## config.mk

```make
export PLATFORM = sky130hd
export DESIGN_NAME = mop_load_sequencer_flat
export DESIGN_NICKNAME = d
export VERILOG_FILES = /design/src/rtl/mop_load_sequencer_if.sv /design/src/rtl/mop_load_sequencer.sv /design/src/flat_wrapper.sv
export SDC_FILE = /design/constraint.sdc
export NUM_CORES = 1
export LEC_CHECK = 0
export CORE_MARGIN = 3
export CORE_UTILIZATION = 35
export CTS_CLUSTER_SIZE = 30
export DETAILED_ROUTE_END_ITERATION = 10
export GPL_TIMING_DRIVEN = 0
export PLACE_DENSITY_LB_ADDON = 0.3
export SLEW_MARGIN = 5
export SYNTH_ARGS = -nofsm -noshare
export SYNTH_HDL_FRONTEND = slang
export SYNTH_SLANG_ARGS = --single-unit
```

## constraint.sdc

```tcl
create_clock -name clk_i -period 3.4 [get_ports clk_i]
set_input_delay 0.68 -clock clk_i [delete_from_list [all_inputs] [get_ports clk_i]]
set_output_delay 0.68 -clock clk_i [all_outputs]
set_load 0.02 [all_outputs]
```

## src/rtl/mop_load_sequencer_if.sv

```systemverilog
// -----------------------------------------------------------------------------
// REG_BUS
// Simple single-cycle register bus shared by the debug MOP blocks.
//
// Signals
//   addr   : byte address from the requester
//   write  : 1 = write access, 0 = read access
//   wdata  : write data
//   wstrb  : byte write strobes
//   valid  : an access is presented this cycle
//   rdata  : read data returned by the device (combinational)
//   ready  : the device accepts the access this cycle
//   error  : the access was rejected
//
// Modports
//   in  : device side (register file)
//   out : requester side
// -----------------------------------------------------------------------------
interface REG_BUS #(
    parameter int ADDR_WIDTH = 32,
    parameter int DATA_WIDTH = 32
);
    logic [ADDR_WIDTH-1:0]   addr;
    logic                    write;
    logic [DATA_WIDTH-1:0]   wdata;
    logic [DATA_WIDTH/8-1:0] wstrb;
    logic                    valid;
    logic [DATA_WIDTH-1:0]   rdata;
    logic                    ready;
    logic                    error;

    modport in (
        input  addr, write, wdata, wstrb, valid,
        output rdata, ready, error
    );

    modport out (
        output addr, write, wdata, wstrb, valid,
        input  rdata, ready, error
    );
endinterface

```

## src/rtl/mop_load_sequencer.sv

```systemverilog
// -----------------------------------------------------------------------------
// mop_load_sequencer
// Multi-target MOP loader. Software programs a target index and a word count,
// pushes instruction words into a small FIFO and issues START. The sequencer
// then streams the words to the selected peripheral, one strobe/ack handshake
// per word, with an ack timeout, abort, sticky status and register locking.
// It also holds the redirect-override configuration consumed by redirect_mop.
//
// Ports
//   clk_i           : clock
//   rst_ni          : synchronous active-low reset
//   reglk_ctrl_i    : bit0 locks TARGET/COUNT/OVR writes, bit1 locks CMD start
//   external_bus_io : register bus (device side), always ready
//   load_ctrl       : one-hot load strobe, held until the target acks
//   instrut_value   : instruction word presented with the strobe
//   load_ack_i      : per-target word accept
//   done_o          : one-cycle pulse when a load command completes
//   override_o      : redirect override enable
//   r_source_o      : redirect source index
//   r_target_o      : redirect target index
//
// Register map (word index = addr[8:2])
//   0 CMD    W  bit0 start, bit1 abort, bit2 clear status
//   1 TARGET RW target index
//   2 COUNT  RW words per command (4 bits)
//   3 DATA   W  push wdata[INSTR_WIDTH-1:0] into the FIFO
//   4 STATUS R  {done[8], fifo_level[7:4], ovf[3], timeout[2], bad_cfg[1], busy[0]}
//   5 OVR    RW bit0 override, [8+:LOG] source, [16+:LOG] target
// Byte strobes are ignored; every write updates the whole register.
// -----------------------------------------------------------------------------
module mop_load_sequencer #(
    parameter int N_TARGETS     = 16,
    parameter int LOG_N_TARGETS = $clog2(N_TARGETS),
    parameter int INSTR_WIDTH   = 8,
    parameter int MAX_WORDS     = 8,
    parameter int FIFO_DEPTH    = 4,
    parameter int TIMEOUT       = 255
) (
    input  logic                     clk_i,
    input  logic                     rst_ni,
    input  logic [7:0]               reglk_ctrl_i,
    REG_BUS.in                       external_bus_io,
    output logic [N_TARGETS-1:0]     load_ctrl,
    output logic [INSTR_WIDTH-1:0]   instrut_value,
    input  logic [N_TARGETS-1:0]     load_ack_i,
    output logic                     done_o,
    output logic                     override_o,
    output logic [LOG_N_TARGETS-1:0] r_source_o,
    output logic [LOG_N_TARGETS-1:0] r_target_o
);

    // TARGET is kept wider than the index so out-of-range values (e.g. 16)
    // survive to the start-time check and are reported as bad_cfg.
    localparam int TGT_W = (LOG_N_TARGETS < 8) ? 8 : LOG_N_TARGETS + 1;
    localparam int PTR_W = (FIFO_DEPTH > 1) ? $clog2(FIFO_DEPTH) : 1;
    localparam int LVL_W = $clog2(FIFO_DEPTH + 1);
    localparam int TMR_W = $clog2(TIMEOUT + 1);
    localparam logic [TMR_W-1:0] TMR_LAST = TMR_W'(TIMEOUT - 1);

    localparam logic [6:0] REG_CMD    = 7'd0;
    localparam logic [6:0] REG_TARGET = 7'd1;
    localparam logic [6:0] REG_COUNT  = 7'd2;
    localparam logic [6:0] REG_DATA   = 7'd3;
    localparam logic [6:0] REG_STATUS = 7'd4;
    localparam logic [6:0] REG_OVR    = 7'd5;

    typedef enum logic [2:0] {
        S_IDLE,
        S_LOAD,
        S_WAIT_ACK,
        S_DONE,
        S_ERROR
    } state_e;

    // ------------------------------------------------------------------
    // State
    // ------------------------------------------------------------------
    state_e                   state_q, state_d;
    logic [3:0]               sent_q, sent_d;
    logic [TMR_W-1:0]         timer_q, timer_d;
    logic                     fetched_q, fetched_d;   // word_q holds a popped word
    logic [N_TARGETS-1:0]     load_ctrl_q, load_ctrl_d;
    logic [INSTR_WIDTH-1:0]   instr_q, instr_d;

    logic [TGT_W-1:0]         target_q;
    logic [3:0]               count_q;
    logic                     ovr_en_q;
    logic [LOG_N_TARGETS-1:0] ovr_src_q;
    logic [LOG_N_TARGETS-1:0] ovr_tgt_q;
    logic                     done_q;
    logic                     ovf_q;
    logic                     timeout_q;
    logic                     bad_cfg_q;
    logic [INSTR_WIDTH-1:0]   word_q;

    logic [INSTR_WIDTH-1:0]   fifo_mem_q [FIFO_DEPTH];
    logic [PTR_W-1:0]         wr_ptr_q;
    logic [PTR_W-1:0]         rd_ptr_q;
    logic [LVL_W-1:0]         level_q;

    // ------------------------------------------------------------------
    // Bus decode
    // ------------------------------------------------------------------
    logic [6:0]  idx;
    logic [31:0] wdata;
    logic        bus_wr;
    logic        mapped;
    logic        sel_cmd, sel_target, sel_count, sel_data, sel_ovr;
    logic        busy;
    logic        wr_err;
    logic        wr_ok;
    logic        cmd_start, cmd_abort, cmd_clear;
    logic        push_req;
    logic [31:0] status_w;
    logic [31:0] rdata;

    assign idx    = external_bus_io.addr[8:2];
    assign wdata  = external_bus_io.wdata;
    assign bus_wr = external_bus_io.valid & external_bus_io.write;
    assign mapped = (idx <= REG_OVR);

    assign sel_cmd    = (idx == REG_CMD);
    assign sel_target = (idx == REG_TARGET);
    assign sel_count  = (idx == REG_COUNT);
    assign sel_data   = (idx == REG_DATA);
    assign sel_ovr    = (idx == REG_OVR);

    assign busy = (state_q == S_LOAD) || (state_q == S_WAIT_ACK) || (state_q == S_DONE);

    // Rejected writes: locked config, locked start, or reprogramming the
    // active target/count in the middle of a command.
    assign wr_err = bus_wr & (
                        (reglk_ctrl_i[0] & (sel_target | sel_count | sel_ovr)) |
                        (reglk_ctrl_i[1] & sel_cmd & wdata[0]) |
                        (busy & (sel_target | sel_count)));

    assign wr_ok     = bus_wr & mapped & ~wr_err;
    assign cmd_start = wr_ok & sel_cmd & wdata[0];
    assign cmd_abort = wr_ok & sel_cmd & wdata[1];
    assign cmd_clear = wr_ok & sel_cmd & wdata[2];
    assign push_req  = wr_ok & sel_data;

    assign external_bus_io.ready = 1'b1;
    assign external_bus_io.error = external_bus_io.valid & (~mapped | wr_err);
    assign external_bus_io.rdata = rdata;

    always_comb begin
        status_w      = '0;
        status_w[0]   = busy;
        status_w[1]   = bad_cfg_q;
        status_w[2]   = timeout_q;
        status_w[3]   = ovf_q;
        status_w[7:4] = 4'(level_q);
        status_w[8]   = done_q;
    end

    always_comb begin
        rdata = '0;
        case (idx)
            REG_TARGET: rdata[TGT_W-1:0] = target_q;
            REG_COUNT:  rdata[3:0]       = count_q;
            REG_STATUS: rdata            = status_w;
            REG_OVR: begin
                rdata[0]                 = ovr_en_q;
                rdata[8 +: LOG_N_TARGETS]  = ovr_src_q;
                rdata[16 +: LOG_N_TARGETS] = ovr_tgt_q;
            end
            default: rdata = '0;
        endcase
    end

    // ------------------------------------------------------------------
    // FIFO status and target decode
    // ------------------------------------------------------------------
    logic                     fifo_empty, fifo_full;
    logic                     fifo_pop, fifo_flush, fifo_push;
    logic [LOG_N_TARGETS-1:0] tgt_idx;
    logic [N_TARGETS-1:0]     tgt_onehot;
    logic                     ack_hit;
    logic                     cfg_ok;

    assign fifo_empty = (level_q == '0);
    assign fifo_full  = (level_q == LVL_W'(FIFO_DEPTH));
    // A full FIFO still accepts a push in the same cycle a word leaves it.
    assign fifo_push  = push_req & (~fifo_full | fifo_pop);

    assign tgt_idx = target_q[LOG_N_TARGETS-1:0];
    assign ack_hit = load_ack_i[tgt_idx];
    assign cfg_ok  = (int'(target_q) < N_TARGETS) && (count_q != 4'd0) &&
                     (int'(count_q) <= MAX_WORDS);

    always_comb begin
        tgt_onehot          = '0;
        tgt_onehot[tgt_idx] = 1'b1;
    end

    // ------------------------------------------------------------------
    // Sequencer FSM
    // ------------------------------------------------------------------
    logic set_bad, set_timeout, clr_done;

    // NOTE: every signal gets its default before the case so no path leaves
    // it unassigned; otherwise synthesis infers a latch.
    always_comb begin
        state_d     = state_q;
        sent_d      = sent_q;
        timer_d     = timer_q;
        fetched_d   = fetched_q;
        load_ctrl_d = load_ctrl_q;
        instr_d     = instr_q;
        fifo_pop    = 1'b0;
        fifo_flush  = 1'b0;
        set_bad     = 1'b0;
        set_timeout = 1'b0;
        clr_done    = 1'b0;

        case (state_q)
            S_IDLE: begin
                if (cmd_start) begin
                    if (cfg_ok) begin
                        sent_d    = '0;
                        fetched_d = 1'b0;
                        clr_done  = 1'b1;
                        state_d   = S_LOAD;
                    end else begin
                        set_bad = 1'b1;
                        state_d = S_ERROR;
                    end
                end
            end

            // Two phases: pop a word into word_q, then launch it on the next
            // edge. Together with at least one WAIT_ACK cycle this gives the
            // three-cycle minimum per word.
            S_LOAD: begin
                if (fetched_q) begin
                    load_ctrl_d = tgt_onehot;
                    instr_d     = word_q;
                    timer_d     = '0;
                    fetched_d   = 1'b0;
                    state_d     = S_WAIT_ACK;
                end else if (!fifo_empty) begin
                    fifo_pop  = 1'b1;
                    fetched_d = 1'b1;
                end
            end

            S_WAIT_ACK: begin
                if (ack_hit) begin
                    load_ctrl_d = '0;
                    sent_d      = sent_q + 4'd1;
                    state_d     = ((sent_q + 4'd1) == count_q) ? S_DONE : S_LOAD;
                end else if (timer_q == TMR_LAST) begin
                    set_timeout = 1'b1;
                    load_ctrl_d = '0;
                    state_d     = S_ERROR;
                end else begin
                    timer_d = timer_q + 1'b1;
                end
            end

            S_DONE: state_d = S_IDLE;

            S_ERROR: begin
                load_ctrl_d = '0;
                if (cmd_clear) state_d = S_IDLE;
            end

            default: state_d = S_IDLE;
        endcase

        // Abort overrides whatever the state logic decided, including a start
        // carried in the same write.
        if (cmd_abort) begin
            state_d     = S_IDLE;
            load_ctrl_d = '0;
            sent_d      = '0;
            fetched_d   = 1'b0;
            fifo_pop    = 1'b0;
            fifo_flush  = 1'b1;
            set_bad     = 1'b0;
            set_timeout = 1'b0;
            clr_done    = 1'b0;
        end
    end

    // NOTE: sequential state uses non-blocking assignments so every register
    // samples the pre-edge values regardless of statement order.
    always_ff @(posedge clk_i) begin
        if (!rst_ni) begin
            state_q <= S_IDLE;
        end else begin
            state_q <= state_d;
        end
    end

    always_ff @(posedge clk_i) begin
        if (!rst_ni) begin
            sent_q      <= '0;
            timer_q     <= '0;
            fetched_q   <= 1'b0;
            load_ctrl_q <= '0;
            instr_q     <= '0;
        end else begin
            sent_q      <= sent_d;
            timer_q     <= timer_d;
            fetched_q   <= fetched_d;
            load_ctrl_q <= load_ctrl_d;
            instr_q     <= instr_d;
        end
    end

    // ------------------------------------------------------------------
    // Configuration and status registers
    // ------------------------------------------------------------------
    always_ff @(posedge clk_i) begin
        if (!rst_ni) begin
            target_q  <= '0;
            count_q   <= '0;
            ovr_en_q  <= 1'b0;
            ovr_src_q <= '0;
            ovr_tgt_q <= '0;
            done_q    <= 1'b0;
            ovf_q     <= 1'b0;
            timeout_q <= 1'b0;
            bad_cfg_q <= 1'b0;
        end else begin
            if (wr_ok && sel_target) target_q <= wdata[TGT_W-1:0];
            if (wr_ok && sel_count)  count_q  <= wdata[3:0];
            if (wr_ok && sel_ovr) begin
                ovr_en_q  <= wdata[0];
                ovr_src_q <= wdata[8 +: LOG_N_TARGETS];
                ovr_tgt_q <= wdata[16 +: LOG_N_TARGETS];
            end

            if (clr_done)               done_q <= 1'b0;
            else if (state_q == S_DONE) done_q <= 1'b1;

            // A new event in the same cycle as a clear wins, so it is not lost.
            if (cmd_clear) begin
                ovf_q     <= 1'b0;
                timeout_q <= 1'b0;
                bad_cfg_q <= 1'b0;
            end
            if (push_req && !fifo_push) ovf_q     <= 1'b1;
            if (set_timeout)            timeout_q <= 1'b1;
            if (set_bad)                bad_cfg_q <= 1'b1;
        end
    end

    // ------------------------------------------------------------------
    // Instruction FIFO
    // ------------------------------------------------------------------
    always_ff @(posedge clk_i) begin
        if (!rst_ni) begin
            wr_ptr_q <= '0;
            rd_ptr_q <= '0;
            level_q  <= '0;
            word_q   <= '0;
        end else if (fifo_flush) begin
            wr_ptr_q <= '0;
            rd_ptr_q <= '0;
            level_q  <= '0;
        end else begin
            if (fifo_push) wr_ptr_q <= wr_ptr_q + PTR_W'(1);
            if (fifo_pop) begin
                rd_ptr_q <= rd_ptr_q + PTR_W'(1);
                word_q   <= fifo_mem_q[rd_ptr_q];
            end
            case ({fifo_push, fifo_pop})
                2'b10:   level_q <= level_q + LVL_W'(1);
                2'b01:   level_q <= level_q - LVL_W'(1);
                default: level_q <= level_q;
            endcase
        end
    end

    // NOTE: the storage array has no reset; level_q gates every read, so stale
    // contents are never observed and the array can map onto plain flops/RAM.
    always_ff @(posedge clk_i) begin
        if (fifo_push) fifo_mem_q[wr_ptr_q] <= wdata[INSTR_WIDTH-1:0];
    end

    // ------------------------------------------------------------------
    // Outputs
    // ------------------------------------------------------------------
    assign load_ctrl     = load_ctrl_q;
    assign instrut_value = instr_q;
    assign done_o        = (state_q == S_DONE);
    assign override_o    = ovr_en_q;
    assign r_source_o    = ovr_src_q;
    assign r_target_o    = ovr_tgt_q;

    // Address bits outside the decode window, strobes and spare lock bits.
    logic unused_bus;
    assign unused_bus = ^{external_bus_io.addr, external_bus_io.wstrb, wdata,
                          reglk_ctrl_i[7:2]};

endmodule

```

## src/flat_wrapper.sv

```systemverilog
// flat-port wrapper written by rule: the top's interface ports become plain ports
module mop_load_sequencer_flat 
#(
    parameter int N_TARGETS     = 16,
    parameter int LOG_N_TARGETS = $clog2(N_TARGETS),
    parameter int INSTR_WIDTH   = 8,
    parameter int MAX_WORDS     = 8,
    parameter int FIFO_DEPTH    = 4,
    parameter int TIMEOUT       = 255
)
  (clk_i, rst_ni, reglk_ctrl_i, load_ctrl, instrut_value, load_ack_i, done_o, override_o, r_source_o, r_target_o, external_bus_io_addr, external_bus_io_write, external_bus_io_wdata, external_bus_io_wstrb, external_bus_io_valid, external_bus_io_rdata, external_bus_io_ready, external_bus_io_error);
  REG_BUS external_bus_io_i ();
  input  logic clk_i;
  input  logic rst_ni;
  input  logic [7:0] reglk_ctrl_i;
  output logic [N_TARGETS-1:0] load_ctrl;
  output logic [INSTR_WIDTH-1:0] instrut_value;
  input  logic [N_TARGETS-1:0] load_ack_i;
  output logic done_o;
  output logic override_o;
  output logic [LOG_N_TARGETS-1:0] r_source_o;
  output logic [LOG_N_TARGETS-1:0] r_target_o;
  input wire logic [$bits(external_bus_io_i.addr)-1:0] external_bus_io_addr;
  input wire logic [$bits(external_bus_io_i.write)-1:0] external_bus_io_write;
  input wire logic [$bits(external_bus_io_i.wdata)-1:0] external_bus_io_wdata;
  input wire logic [$bits(external_bus_io_i.wstrb)-1:0] external_bus_io_wstrb;
  input wire logic [$bits(external_bus_io_i.valid)-1:0] external_bus_io_valid;
  output wire logic [$bits(external_bus_io_i.rdata)-1:0] external_bus_io_rdata;
  output wire logic [$bits(external_bus_io_i.ready)-1:0] external_bus_io_ready;
  output wire logic [$bits(external_bus_io_i.error)-1:0] external_bus_io_error;
  assign external_bus_io_i.addr = external_bus_io_addr;
  assign external_bus_io_i.write = external_bus_io_write;
  assign external_bus_io_i.wdata = external_bus_io_wdata;
  assign external_bus_io_i.wstrb = external_bus_io_wstrb;
  assign external_bus_io_i.valid = external_bus_io_valid;
  assign external_bus_io_rdata = external_bus_io_i.rdata;
  assign external_bus_io_ready = external_bus_io_i.ready;
  assign external_bus_io_error = external_bus_io_i.error;
  mop_load_sequencer #(.N_TARGETS(N_TARGETS), .LOG_N_TARGETS(LOG_N_TARGETS), .INSTR_WIDTH(INSTR_WIDTH), .MAX_WORDS(MAX_WORDS), .FIFO_DEPTH(FIFO_DEPTH), .TIMEOUT(TIMEOUT)) u_core (.clk_i(clk_i), .rst_ni(rst_ni), .reglk_ctrl_i(reglk_ctrl_i), .external_bus_io(external_bus_io_i), .load_ctrl(load_ctrl), .instrut_value(instrut_value), .load_ack_i(load_ack_i), .done_o(done_o), .override_o(override_o), .r_source_o(r_source_o), .r_target_o(r_target_o));
endmodule
```

==> impl_metrics.csv <==
group,metric,value,unit
yosys,synth_flop_cell,"dfxtp_1",
routing,finalWirelength,14.31,mm
yosys,netlist_area,0.005396,mm^2
yosys,ys_seq_elements,112,
sta,fmax,299.0,MHz
yosys,async_flop_share,0,
hold_path,holdCritPathClass,"flop to flop",
clock_network,cts_buffer_depth,2,
setup_path,cp.required,2720,ps
placement,dp.cells,843,
setup_path,startpoint_type,"input pin",
yosys,ys_seq_area_frac,0.4748,
run,drv_cap,0,
global_routing,antenna_found_initial,0,
yosys,ys_warn_count,0,
power,p_switching,624.1,uW
routing,drcViolationCount,0,
power,clockPowerShare,0.407,
sta,setup_violations,0,
clock_network,holdBufCountCts,0,
global_routing,grt_pass1_vias,4464,
clock_network,cts_buffers,9,
power,p_int,1965,uW
floorplanning,die_y,130.2,um
placement,dpl.hpwl,10.64,mm
sta,period_share,0.9836,
layout,drive_above_1_share,0.1201,
setup_path,cp-end-kind,"output port",
sta,finalHoldViolCount,0,
layout,synthToLayoutAreaGrowth,31.09,%
clock_network,h-tree-depth,3,
yosys,synth_cell_type_count,60,
power,power,2589,uW
routing,drt_iter0_markers,408,
routing,drt_pass1_iterations,5,
floorplanning,start_util,0.3644,
run_status,status,"finished, final reports clean",
floorplanning,dieArea,0.01694,mm^2
layout,final_net_count,782,
clock_network,root_buffer,"clkbuf_16",
layout,fin_cells,867,
routing,vias_per_cell,5.253,
setup_path,crit_arrival,2660,ps
global_routing,grt_max_degree,22,
global_routing,overflow,0,
floorplanning,ios,164,
placement,place.gp.congestion,0.7953,
floorplanning,rows,44,
routing,wire_per_inst,16.51,um
yosys,synth_area_per_cell,9.776,um^2
power,p_sw_frac,0.2411,
global_routing,track_usage,0.1696,
layout,diodes,0,
global_routing,grt_first_pass_wirelength,22.51,mm
yosys,syn_inst,552,
sta,worstMarginPinSlew,1161,ps
clock_network,clkTransAtPathRegs,70,ps
power,seq_power_share,0.529,
sta,fin_skew,7.014,ps
routing,ant_nets,0,
placement,placed_cell_area,0.006604,mm^2
sta,fin_tns_setup,0,ps
placement,portBuffers,92,
clock_network,clock_latency,360,ps
clock_network,cts_tree,"yes",
sta,min_period,3344,ps
sta,rsz0062_at_grt,"no",
power,p_per_area,366.0,mW/mm^2
sta,maxSlewHeadroom,0.2059,
setup_path,ff2ff_setup_slack,300,ps
yosys,synth_edf_count,32,
setup_path,cp_max_fo,5,
floorplanning,fp.dieW,130.2,um
routing,num_vias,4554,
power,leakage,0.002739,uW
floorplanning,coreArea,0.01481,mm^2
clock_network,numClockSinks,112,
setup_path,crit_type,"input pin to output port",
power,combPwrFrac,0.064,
power,peakVddDrop,215.2,uV
layout,design_area,0.007074,mm^2
sta,drv_slew,0,
[through the flow]
step	utilization	setup WS (ps)	hold slack (ps)
detailed placement	0.4459	-944.3	447.2
finish	0.4777	55.76	453.3
global placement	0.4459	-897.1	442.1
global route	0.4777	5.511	484.7
CTS	0.4745	-106.4	457.8
floorplan	-	255.2	431.5
[power by group through the flow]
stage / registers [uW] / logic (uW) / clock network [uW]
2_1_floorplan: 1400 / 77.9 / 0
3_3_place_gp: 1400 / 154 / 0
3_5_place_dp: 1400 / 157 / 0
4_1_cts: 1370 / 163 / 1080
5_1_grt: 1370 / 178 / 1140
6_report: 1370 / 166 / 1050
[cells in the mapped netlist (3+ instances only)]
| cell type | n | area share |
|---|---|---|
| nand2_1 | 93 | 0.065 |
| dfxtp_1 | 80 | 0.30 |
| edfxtp_1 | 32 | 0.18 |
| a21oi_1 | 31 | 0.029 |
| clkbuf_1 | 29 | 0.020 |
| nor2_1 | 27 | 0.019 |
| mux2i_1 | 24 | 0.045 |
| buf_4 | 18 | 0.025 |
| nand4_1 | 18 | 0.021 |
| nand3_1 | 16 | 0.015 |
| and2_1 | 15 | 0.017 |
| mux4_2 | 13 | 0.054 |
| inv_1 | 12 | 0.0083 |
| xnor2_1 | 11 | 0.018 |
| nor4_1 | 9 | 0.010 |
| nor3_1 | 8 | 0.0074 |
| o31ai_1 | 8 | 0.011 |
| ha_1 | 7 | 0.016 |
| nand2b_1 | 7 | 0.0081 |
| or4_1 | 6 | 0.0083 |
| o21ai_1 | 5 | 0.0046 |
| o31a_1 | 5 | 0.0081 |
| or3_1 | 5 | 0.0058 |
| a22o_1 | 4 | 0.0065 |
| a31oi_1 | 4 | 0.0046 |
| buf_2 | 4 | 0.0037 |
| a222oi_1 | 3 | 0.0056 |
| a22oi_1 | 3 | 0.0042 |
| and3_1 | 3 | 0.0035 |
| nand3b_1 | 3 | 0.0042 |
| nand4b_1 | 3 | 0.0049 |
| nor3b_1 | 3 | 0.0042 |
| o22ai_1 | 3 | 0.0035 |
| xor2_1 | 3 | 0.0049 |
[path summary, 6_finish.rpt]
| path | startpoint | end | cells after the start |
|---|---|---|---|
| setup reg to reg | u_core.state_q[0] | u_core.level_q[2] | 10 |
| hold reg to reg | u_core.instrut_value[4] | u_core.instrut_value[4] | 2 |
| hold / removal | u_core.instrut_value[4] | u_core.instrut_value[4] | 2 |
| setup / recovery | external_bus_io_addr[7] | external_bus_io_rdata[2] | 8 |
[registers in the layout, summed over array words and instances, names as in the netlist]
register	flops
u_core.load_ctrl	16
u_core.override_o	1
u_core.instrut_value	8
u_core.fifo_mem_q	32
u_core.ovf_q	1
u_core.count_q	4
u_core.wr_ptr_q	2
u_core.level_q	3
u_core.done_q	1
u_core.r_source_o	4
u_core.rd_ptr_q	2
u_core.sent_q	4
u_core.word_q	8
u_core.bad_cfg_q	1
u_core.fetched_q	1
u_core.state_q	3
u_core.target_q	8
u_core.timer_q	8
u_core.timeout_q	1
u_core.r_target_o	4
[routing by layer]
layer	vias up	share of wire	GRT usage
met5	-	0	0
met4	0	0.031	0.08191
met3	31	0.062	0.03397
met2	151	0.46	0.2683
met1	2152	0.44	0.2224
li1	2220	-	-
[what timing repair did]
| item | CTS | global route |
|---|---|---|
| endpoints found under the setup margin | 19 | 18 |
| buffers inserted | 8 | 1 |
| pin swaps | 4 | 1 |
| gates resized for setup | 26 | 19 |
[cells by family (layout without fill, tap and decap cells)]
family          after synthesis  count (layout)  share of synthesized area
compound gates               84              84                     0.1039
other cells                   2              17                   0.001392
fa+ha+maj                     8               8                    0.01994
flops                       112             112                     0.4748
mux                          38              38                     0.1009
buf+inv                      67             183                    0.06144
simple gates                227             227                     0.2149
xor+xnor                     14              14                    0.02272
[final cells by class]
type                    instances  area, um^2
repair buffers                101        1011
flip-flops and latches        112        2562
plain buffers                  52       276.5
inverters                      14       52.55
clock inverters                 7       75.07
fillers                      1397        7735
well taps                     184       230.2
multi-input cells             388        2641
clock buffers                   9       225.2
[critical path, stage by stage]
cell and delay (ps):
clkdlybuf4s50_1 460, or4_4 600, nor4b_4 320, buf_4 180, buf_4 100, a222oi_1 80
inv_1 100, buf_4 140
[placed cells by master, fill, tap and decap left out, types with 4 or more instances in the layout]
cell / count
a21oi_1: 31
a22o_1: 4
a31oi_1: 4
and2_1: 15
buf_2: 6
buf_4: 28
clkbuf_1: 27
clkbuf_16: 9
clkdlybuf4s50_1: 73
conb_1: 17
dfxtp_1: 80
dlymetal6s2s_1: 13
edfxtp_1: 32
ha_1: 7
inv_1: 12
mux2i_1: 24
mux4_2: 13
nand2_1: 92
nand2b_1: 7
nand3_1: 16
nand4_1: 18
nor2_1: 26
nor3_1: 6
nor4_1: 8
o21ai_1: 5
o31a_1: 5
o31ai_1: 8
or3_1: 5
or4_1: 5
xnor2_1: 11
Note: power is estimated with default switching activity, not from simulation.
